[config.mk]
export PLATFORM = sky130hd
export DESIGN_NAME = pipe_hazard_ctrl_flat
export DESIGN_NICKNAME = d
export VERILOG_FILES = /design/src/rtl/pipe_hazard_ctrl_if.sv /design/src/rtl/pipe_hazard_ctrl.sv /design/src/flat_wrapper.sv
export SDC_FILE = /design/constraint.sdc
export NUM_CORES = 1
export LEC_CHECK = 0
export BUFFER_PORTS_ARGS = -buffer_cell sky130_fd_sc_hd__buf_2
export CORE_MARGIN = 8
export CORE_UTILIZATION = 40
export CTS_BUF_LIST = sky130_fd_sc_hd__clkbuf_2 sky130_fd_sc_hd__clkbuf_4 sky130_fd_sc_hd__clkbuf_8
export DETAILED_ROUTE_END_ITERATION = 12
export PLACE_DENSITY = 0.8
export REMOVE_ABC_BUFFERS = 1
export SYNTH_ARGS = -nofsm -noshare
export SYNTH_HDL_FRONTEND = slang
export SYNTH_SLANG_ARGS = --single-unit
[constraint.sdc]
create_clock -name i_clk -period 3.5 [get_ports i_clk]
set_input_delay 0.175 -clock i_clk [delete_from_list [all_inputs] [get_ports i_clk]]
set_output_delay 0.175 -clock i_clk [all_outputs]
set_load 0.01 [all_outputs]
[src/rtl/pipe_hazard_ctrl_if.sv]
// pipe_hazard_ctrl_if: hazard-relevant pipeline state in, buffer enables/flushes/forward selects out.
// master = pipeline datapath side, slave = pipe_hazard_ctrl.
interface pipe_hazard_ctrl_if;
   logic [3:0]  id_rs1, id_rs2;
   logic        id_use_rs1, id_use_rs2;
   logic        ex_wen, ex_load;
   logic [3:0]  ex_waddr;
   logic        mem_wen;
   logic [3:0]  mem_waddr;
   logic        br_taken, mem_req, dmem_ready, mem_halt, resume;
   logic        pc_en, if_id_en, id_ex_en, ex_mem_en, mem_wb_en;
   logic        if_id_flush, id_ex_flush;
   logic [1:0]  fwd_a, fwd_b;
   logic        halted;
   logic [15:0] stall_cnt;
   modport master (
      output id_rs1, id_rs2, id_use_rs1, id_use_rs2, ex_wen, ex_load, ex_waddr,
             mem_wen, mem_waddr, br_taken, mem_req, dmem_ready, mem_halt, resume,
      input  pc_en, if_id_en, id_ex_en, ex_mem_en, mem_wb_en, if_id_flush, id_ex_flush,
             fwd_a, fwd_b, halted, stall_cnt
   );
   modport slave (
      input  id_rs1, id_rs2, id_use_rs1, id_use_rs2, ex_wen, ex_load, ex_waddr,
             mem_wen, mem_waddr, br_taken, mem_req, dmem_ready, mem_halt, resume,
      output pc_en, if_id_en, id_ex_en, ex_mem_en, mem_wb_en, if_id_flush, id_ex_flush,
             fwd_a, fwd_b, halted, stall_cnt
   );
endinterface

[src/rtl/pipe_hazard_ctrl.sv]
// pipe_hazard_ctrl: five-stage pipeline advance/hold/flush sequencing, forwarding selects, stall counter.
// Optional macro HAZ_FWD_EN: EX operand forwarding, so only load-use hazards stall.
module pipe_hazard_ctrl (
   input  logic              i_clk,
   input  logic              i_rst_n,
   pipe_hazard_ctrl_if.slave bus
);
   typedef enum logic [1:0] {RUN, MEM_WAIT, HALT} state_t;
   state_t      r_state, w_next;
   logic [15:0] r_stall_cnt;
   logic        w_rd_ex, w_lu, w_raw, w_freeze;
   logic        w_pc_en, w_if_id_en, w_id_ex_en, w_down_en, w_if_id_flush, w_id_ex_flush;

   // Register 0 is hardwired, so a zero destination never matches.
   assign w_rd_ex = bus.ex_waddr != 4'd0 &&
                    ((bus.id_use_rs1 && bus.id_rs1 == bus.ex_waddr) ||
                     (bus.id_use_rs2 && bus.id_rs2 == bus.ex_waddr));
   assign w_lu    = bus.ex_load && bus.ex_wen && w_rd_ex;
`ifdef HAZ_FWD_EN
   assign w_raw   = 1'b0;
`else
   logic w_rd_mem;
   assign w_rd_mem = bus.mem_waddr != 4'd0 &&
                     ((bus.id_use_rs1 && bus.id_rs1 == bus.mem_waddr) ||
                      (bus.id_use_rs2 && bus.id_rs2 == bus.mem_waddr));
   assign w_raw    = (bus.ex_wen && w_rd_ex) || (bus.mem_wen && w_rd_mem);
`endif
   assign w_freeze = (r_state == MEM_WAIT) ? !bus.dmem_ready
                   : (r_state == RUN) && bus.mem_req && !bus.dmem_ready;

   always_comb begin
      w_pc_en       = 1'b0;
      w_if_id_en    = 1'b0;
      w_id_ex_en    = 1'b0;
      w_down_en     = 1'b0;
      w_if_id_flush = 1'b0;
      w_id_ex_flush = 1'b0;
      w_next        = r_state;
      if (!i_rst_n) begin
         w_if_id_flush = 1'b1;
         w_id_ex_flush = 1'b1;
         w_next        = RUN;
      end else if (r_state == HALT) begin
         w_id_ex_en    = 1'b1;
         w_down_en     = 1'b1;
         w_id_ex_flush = 1'b1;
         w_next        = bus.resume ? RUN : HALT;
      end else if (w_freeze) begin
         w_next = MEM_WAIT;
      end else if (bus.mem_halt) begin
         w_id_ex_en    = 1'b1;
         w_down_en     = 1'b1;
         w_id_ex_flush = 1'b1;
         w_next        = HALT;
      end else if (bus.br_taken) begin
         w_pc_en       = 1'b1;
         w_if_id_en    = 1'b1;
         w_id_ex_en    = 1'b1;
         w_down_en     = 1'b1;
         w_if_id_flush = 1'b1;
         w_id_ex_flush = 1'b1;
         w_next        = RUN;
      end else begin
         w_pc_en       = !(w_lu || w_raw);
         w_if_id_en    = !(w_lu || w_raw);
         w_id_ex_en    = 1'b1;
         w_down_en     = 1'b1;
         w_id_ex_flush = w_lu || w_raw;
         w_next        = RUN;
      end
   end

   always_ff @(posedge i_clk or negedge i_rst_n)
      if (!i_rst_n) begin
         r_state     <= RUN;
         r_stall_cnt <= 16'd0;
      end else begin
         r_state <= w_next;
         if (!w_pc_en && r_state != HALT && r_stall_cnt != 16'hFFFF)
            r_stall_cnt <= r_stall_cnt + 16'd1;
      end

`ifdef HAZ_FWD_EN
   logic [1:0] r_fwd_a, r_fwd_b, w_fwd_a, w_fwd_b;
   // The EX producer is younger than the MEM one, so it wins.
   assign w_fwd_a = (bus.ex_wen && bus.ex_waddr != 4'd0 && bus.ex_waddr == bus.id_rs1) ? 2'b01
                  : (bus.mem_wen && bus.mem_waddr != 4'd0 && bus.mem_waddr == bus.id_rs1) ? 2'b10 : 2'b00;
   assign w_fwd_b = (bus.ex_wen && bus.ex_waddr != 4'd0 && bus.ex_waddr == bus.id_rs2) ? 2'b01
                  : (bus.mem_wen && bus.mem_waddr != 4'd0 && bus.mem_waddr == bus.id_rs2) ? 2'b10 : 2'b00;
   always_ff @(posedge i_clk or negedge i_rst_n)
      if (!i_rst_n) begin
         r_fwd_a <= 2'b00;
         r_fwd_b <= 2'b00;
      end else if (w_id_ex_flush) begin
         r_fwd_a <= 2'b00;
         r_fwd_b <= 2'b00;
      end else if (w_id_ex_en) begin
         r_fwd_a <= w_fwd_a;
         r_fwd_b <= w_fwd_b;
      end
   assign bus.fwd_a = r_fwd_a;
   assign bus.fwd_b = r_fwd_b;
`else
   assign bus.fwd_a = 2'b00;
   assign bus.fwd_b = 2'b00;
`endif

   assign bus.pc_en       = w_pc_en;
   assign bus.if_id_en    = w_if_id_en;
   assign bus.id_ex_en    = w_id_ex_en;
   assign bus.ex_mem_en   = w_down_en;
   assign bus.mem_wb_en   = w_down_en;
   assign bus.if_id_flush = w_if_id_flush;
   assign bus.id_ex_flush = w_id_ex_flush;
   assign bus.halted      = r_state == HALT;
   assign bus.stall_cnt   = r_stall_cnt;
endmodule

[src/flat_wrapper.sv]
// flat-port wrapper written by rule: the top's interface ports become plain ports
module pipe_hazard_ctrl_flat 
  (i_clk, i_rst_n, bus_id_rs1, bus_id_rs2, bus_id_use_rs1, bus_id_use_rs2, bus_ex_wen, bus_ex_load, bus_ex_waddr, bus_mem_wen, bus_mem_waddr, bus_br_taken, bus_mem_req, bus_dmem_ready, bus_mem_halt, bus_resume, bus_pc_en, bus_if_id_en, bus_id_ex_en, bus_ex_mem_en, bus_mem_wb_en, bus_if_id_flush, bus_id_ex_flush, bus_fwd_a, bus_fwd_b, bus_halted, bus_stall_cnt);
  pipe_hazard_ctrl_if bus_i ();
  input  logic i_clk;
  input  logic i_rst_n;
  input wire logic [$bits(bus_i.id_rs1)-1:0] bus_id_rs1;
  input wire logic [$bits(bus_i.id_rs2)-1:0] bus_id_rs2;
  input wire logic [$bits(bus_i.id_use_rs1)-1:0] bus_id_use_rs1;
  input wire logic [$bits(bus_i.id_use_rs2)-1:0] bus_id_use_rs2;
  input wire logic [$bits(bus_i.ex_wen)-1:0] bus_ex_wen;
  input wire logic [$bits(bus_i.ex_load)-1:0] bus_ex_load;
  input wire logic [$bits(bus_i.ex_waddr)-1:0] bus_ex_waddr;
  input wire logic [$bits(bus_i.mem_wen)-1:0] bus_mem_wen;
  input wire logic [$bits(bus_i.mem_waddr)-1:0] bus_mem_waddr;
  input wire logic [$bits(bus_i.br_taken)-1:0] bus_br_taken;
  input wire logic [$bits(bus_i.mem_req)-1:0] bus_mem_req;
  input wire logic [$bits(bus_i.dmem_ready)-1:0] bus_dmem_ready;
  input wire logic [$bits(bus_i.mem_halt)-1:0] bus_mem_halt;
  input wire logic [$bits(bus_i.resume)-1:0] bus_resume;
  output wire logic [$bits(bus_i.pc_en)-1:0] bus_pc_en;
  output wire logic [$bits(bus_i.if_id_en)-1:0] bus_if_id_en;
  output wire logic [$bits(bus_i.id_ex_en)-1:0] bus_id_ex_en;
  output wire logic [$bits(bus_i.ex_mem_en)-1:0] bus_ex_mem_en;
  output wire logic [$bits(bus_i.mem_wb_en)-1:0] bus_mem_wb_en;
  output wire logic [$bits(bus_i.if_id_flush)-1:0] bus_if_id_flush;
  output wire logic [$bits(bus_i.id_ex_flush)-1:0] bus_id_ex_flush;
  output wire logic [$bits(bus_i.fwd_a)-1:0] bus_fwd_a;
  output wire logic [$bits(bus_i.fwd_b)-1:0] bus_fwd_b;
  output wire logic [$bits(bus_i.halted)-1:0] bus_halted;
  output wire logic [$bits(bus_i.stall_cnt)-1:0] bus_stall_cnt;
  assign bus_i.id_rs1 = bus_id_rs1;
  assign bus_i.id_rs2 = bus_id_rs2;
  assign bus_i.id_use_rs1 = bus_id_use_rs1;
  assign bus_i.id_use_rs2 = bus_id_use_rs2;
  assign bus_i.ex_wen = bus_ex_wen;
  assign bus_i.ex_load = bus_ex_load;
  assign bus_i.ex_waddr = bus_ex_waddr;
  assign bus_i.mem_wen = bus_mem_wen;
  assign bus_i.mem_waddr = bus_mem_waddr;
  assign bus_i.br_taken = bus_br_taken;
  assign bus_i.mem_req = bus_mem_req;
  assign bus_i.dmem_ready = bus_dmem_ready;
  assign bus_i.mem_halt = bus_mem_halt;
  assign bus_i.resume = bus_resume;
  assign bus_pc_en = bus_i.pc_en;
  assign bus_if_id_en = bus_i.if_id_en;
  assign bus_id_ex_en = bus_i.id_ex_en;
  assign bus_ex_mem_en = bus_i.ex_mem_en;
  assign bus_mem_wb_en = bus_i.mem_wb_en;
  assign bus_if_id_flush = bus_i.if_id_flush;
  assign bus_id_ex_flush = bus_i.id_ex_flush;
  assign bus_fwd_a = bus_i.fwd_a;
  assign bus_fwd_b = bus_i.fwd_b;
  assign bus_halted = bus_i.halted;
  assign bus_stall_cnt = bus_i.stall_cnt;
  pipe_hazard_ctrl u_core (.i_clk(i_clk), .i_rst_n(i_rst_n), .bus(bus_i));
endmodule
## Word level (Yosys, flattened, before mapping)

Index checks and enable logic that the tools add are counted.

| operators by class | value |
|---|---|
| reductions and logical operators | 24 |
| eq/ne operators | 8 |
| multiplexer cells | 24 |
| div/mod/pow operators | 0 |
| bitwise gates (word level) | 0 |
| shift operators | 0 |
| multiply operators | 0 |
| $lt $le $gt $ge | 0 |
| $add $sub $neg | 1 |

Operators with widths:

| kind | count |
|---|---|
| 2-to-1 mux 1 bit | 19 |
| adder 16 x 1 -> 16 bit (second input constant) | 1 |
| == test 4 bit | 4 |
| inequality test 16 bit (second input constant) | 1 |
| logical AND 1 bit | 14 |
| 2-to-1 mux 2 bit | 5 |
| nonzero test 4 bit | 2 |
| logical OR 1 bit | 4 |
| zero test 1 bit | 3 |
| == test 2 x 1 -> 1 bit (second input constant) | 1 |
| == test 2 bit (second input constant) | 1 |
| zero test 2 bit | 1 |
| inequality test 2 bit (second input constant) | 1 |

| storage, ports and cells | value |
|---|---|
| memories | 0 |
| bits in latches | 0 |
| flip-flop bits (word level) | 18 |
| memory bits (read-only) | 0 |
| input bits | 28 |
| RAM bits | 0 |

## Longest topological paths before layout

| depth | value |
|---|---|
| depth after elaboration | 16 |
| depth in mapped cells | 8 |
| mapped depth without buffers | 7 |

## Least setup slack after synthesis

No wires, ideal clock.

| timing path | value |
|---|---|
| path type | flip-flop to flip-flop |
| from | register u_core.r_stall_cnt[0] (netlist: u_core.bus.stall_cnt[0]) |
| to | register u_core.r_stall_cnt[14] (netlist: u_core.bus.stall_cnt[14]) |
| arrival | 1.932 ns |
| period minus slack after synthesis | 2.061 ns |
| buffers on the path | 1 |
| data required time | 3.371 ns |
| slack | 1.439 ns |
| cell stages (with the launch flop) | 9 |
| cell sequence | dfrtp_1 -> ha_1 -> and3_1 -> and3_1 -> and3_4 -> a41oi_4 -> buf_6 -> o2111ai_2 -> xnor2_1 |

| on the way | value |
|---|---|
| longest elaborated chain between the ends | 2 |
| elaborated cells on any way between the ends | 3 |

RTL lines:

| element | line | RTL |
|---|---|---|
| start: declaration | pipe_hazard_ctrl.sv:10 | `logic [15:0] r_stall_cnt;` |
| start signal: assignment | pipe_hazard_ctrl.sv:80 | `r_stall_cnt <= r_stall_cnt + 16'd1;` |
| branches (longest 2 deep; another with adder 16 x 1 -> 16 bit) | -- |  |

Parallel ways; which one is timed is not known.
A chain may end at the register's enable or synchronous reset.

## Worst setup path after layout

| timing path | value |
|---|---|
| from | register u_core.r_stall_cnt[0] (netlist: u_core.bus.stall_cnt[0]) |
| to | register u_core.r_stall_cnt[1] (netlist: u_core.bus.stall_cnt[1]) |

The elaborated chain is that of the path after synthesis.

==> impl_metrics.ini <==
[detailed_routing]
avgViaCountPerCell = 4.99
drcViolationCount = 0
firstDrtPassIters = 5
drt_iter0_drc = 20
vias = 1068
antenna_left = 0
wirelength_um = 3040
wl_per_cell_um = 14.2

[worst_setup_path]
crit_buf_inv = 0
required_ps = 3670
path_cells = ha_1, and3_1, and3_1, and3_4, a41oi_4, o21ai_2, mux2_1
path_delay_family = compound AO/OA/AOI/OAI gates
crit_type = flop to flop
critPathCaptureType = flop
cpMaxStageDelayCell = a41oi_4
cpMostUsedCell = and3_1
r2r_slack_ps = 1050
crit_start = u_core.bus.stall_cnt[0]$_DFFE_PN0P_
max_stage_delay_ps = 570
r2r-start = u_core.bus.stall_cnt[0]$_DFFE_PN0P_
timing.rr.end = u_core.bus.stall_cnt[1]$_DFFE_PN0P_
reg2regPathDepth = 7
crit_arrival_ps = 2620
start_kind = flop
critPathMaxFanout = 15

[clocking]
clockBufferDepth = 2
h-tree-depth = 1
clkLatencyLatePin_ps = 290
cts_root_buf = clkbuf_4
cts_sinks = 18
cts_setup_buffers = 0
cts_buffers = 3
cts_tree = yes
cts.clk_slew.worst_paths_ps = 90

[place]
pre_cts_ws_ps = 1050
hpwl_um = 2410
dp.cells = 210
io_buffer_count = 50
gp_congestion = 0.854

[logic_synthesis]
synth_area_per_cell_um2 = 10.6
yosysMostFrequentCell = xnor2_1
synth_area_leaders = dfrtp_1 35%, xnor2_1 13%, xor2_1 8.2%
netlist.area_leader.share_pct = 35.0
synth-seq-cells = 18
synth-edff-count = 0
yosys_warnings = 0
ys_types = 31
yosysTopAreaCell = dfrtp_1
synth_top_flop_cell = dfrtp_1
ys_seq_area_share_pct = 35.0
syn-instance-count = 122
synth_commonest_cells = 19 x xnor2_1, 18 x dfrtp_1, 12 x and3_1, 12 x xor2_1, 8 x o211ai_2
synth-async-reset-ratio_pct = 100
synthesis.area_mm2 = 0.00129

[finish]
fillers = 314
final_cells = 214
num-nets-final = 201
multi_input_area_um2 = 766
drive_above_1_share_pct = 40.0
area_delta_synth_final_pct = 21.5
fin_util_pct = 51.3
antenna_cells = 0
regArea_um2 = 450

[hold_path]
worst_hold_path_type = primary input to flop
hold_depth = 3
min_to = u_core.r_state[1]$_DFF_PN0_
min-delay-start = bus_resume

[timing]
setup_viol = 0
relSlewSlack_pct = 51.6
rsz0062_at_grt = no
tightest_slew_ps = 724
fin_tns_setup_ps = 0
fin_ws_ps = 1050
timing.final.crit_share_pct = 70.0
clock-skew-final_ps = 13.8
hold_viol_final = 0
finalCriticalPeriod_ps = 2450
slew_viol_final = 0
fmax_mhz = 408

[global_routing]
grt_pass1_wl_um = 5060
grt_usage_pct = 11.6
grt_remaining_overflow = 0
antenna_found_initial = 0
first_global_vias = 1122
grt_start_max_net_pins = 22

[job]
max_cap_violations = 0

[floorplan]
initial_core_util_pct = 42.2
fp.dieW_um = 72.8
pin_count = 56
die_area_mm2 = 0.00529
core_mm2 = 0.00305
placementRows = 20
fp.dieH_um = 72.8

[pwr]
power_uw = 619
leakagePower_uw = 0.000754
irDropWorstVdd_mv = 0.414
p_per_area_mw_per_mm2 = 396

[run_status]
status = finished, final reports clean
[area by class of cell]
class                   count  share of cell area (%)
well taps                  44                    3.52
flip-flops and latches     18                    28.8
clock buffers               3                    1.44
inverters                   1                   0.240
multi-input cells          96                    48.9
repair buffers             52                    17.1
[routing by layer]
metal / GRT usage [%] / wire length (um) / vias up / share of wire (%)
li1: - / - / 525 / -
met1: 12.9 / 1230 / 498 / 40
met2: 19.9 / 1450 / 43 / 48
met3: 4.40 / 350 / 2 / 12
met4: 3.78 / 13 / 0 / 0.43
met5: 0 / 0 / - / 0
[kinds of logic (layout without fill, tap and decap cells)]
group / count (synthesis) / after routing / synth area share, %
AOI/OAI and AO/OA: 24 / 24 / 19.9
xor gates and xnor gates: 31 / 31 / 21.1
adders and majority gates: 1 / 1 / 0.971
buffers and inverters: 11 / 56 / 6.50
DFF: 18 / 18 / 35.0
muxes: 1 / 1 / 0.874
other: 1 / 4 / 0.291
and+or+nand+nor: 35 / 35 / 15.4
[flip-flops by register name, indices dropped and copies added, names as in the netlist]
register	flops
u_core.bus.stall_cnt	16
u_core.r_state	2
[worst max-delay path by stage]
stage,depth (start not counted),end
final,7,u_core.bus.stall_cnt[1]$_DFFE_PN0P_
after global routing,7,bus_pc_en
after global placement,7,u_core.bus.stall_cnt[1]$_DFFE_PN0P_
after floorplan,7,u_core.bus.stall_cnt[1]$_DFFE_PN0P_
after detailed placement,7,u_core.bus.stall_cnt[1]$_DFFE_PN0P_
after CTS,7,u_core.bus.stall_cnt[1]$_DFFE_PN0P_
[through the flow]
stage | area, um^2 | hold WS [ps]
floorplan | 1220 | -121
global placement | 1530 | 147
detailed placement | 1530 | 155
CTS | 1570 | 179
global route | 1570 | 205
finish | 1570 | 189
[placed cells by master (no fill, tap or decap), types with 3 or more instances in the layout]
cell type and n:
dfrtp_1 18, xnor2_1 19, nor2_1 5, conb_1 4, nand2_1 6, nor4_1 4
o211ai_2 8, xor2_1 12, and3_1 12, o211ai_1 5, buf_2 50, clkbuf_4 3
[repair_timing]
action / CTS / global route
resized for setup: 0 / 0
hold buffers: 1 / 0
endpoints found under the hold margin: 18 / 0
[power by group]
group | switching [uW] | leakage (uW) | internal [uW]
Sequential | 41.6 | 0.000237 | 250
Combinational | 116 | 0.000503 | 110
Clock | 61.7 | 0.0000138 | 40.0
[worst register-to-register path, delay by kind of cell, from the launching register on]
family | cells | cell delay, ps
AO/OA/AOI/OAI | 2 | 730
adder cells (fa/ha/maj) | 1 | 230
multiplexers | 1 | 340
AND/OR/NAND/NOR | 3 | 630
flip-flops | 1 | 430
No activity file was read; power rests on OpenSTA's default activity.
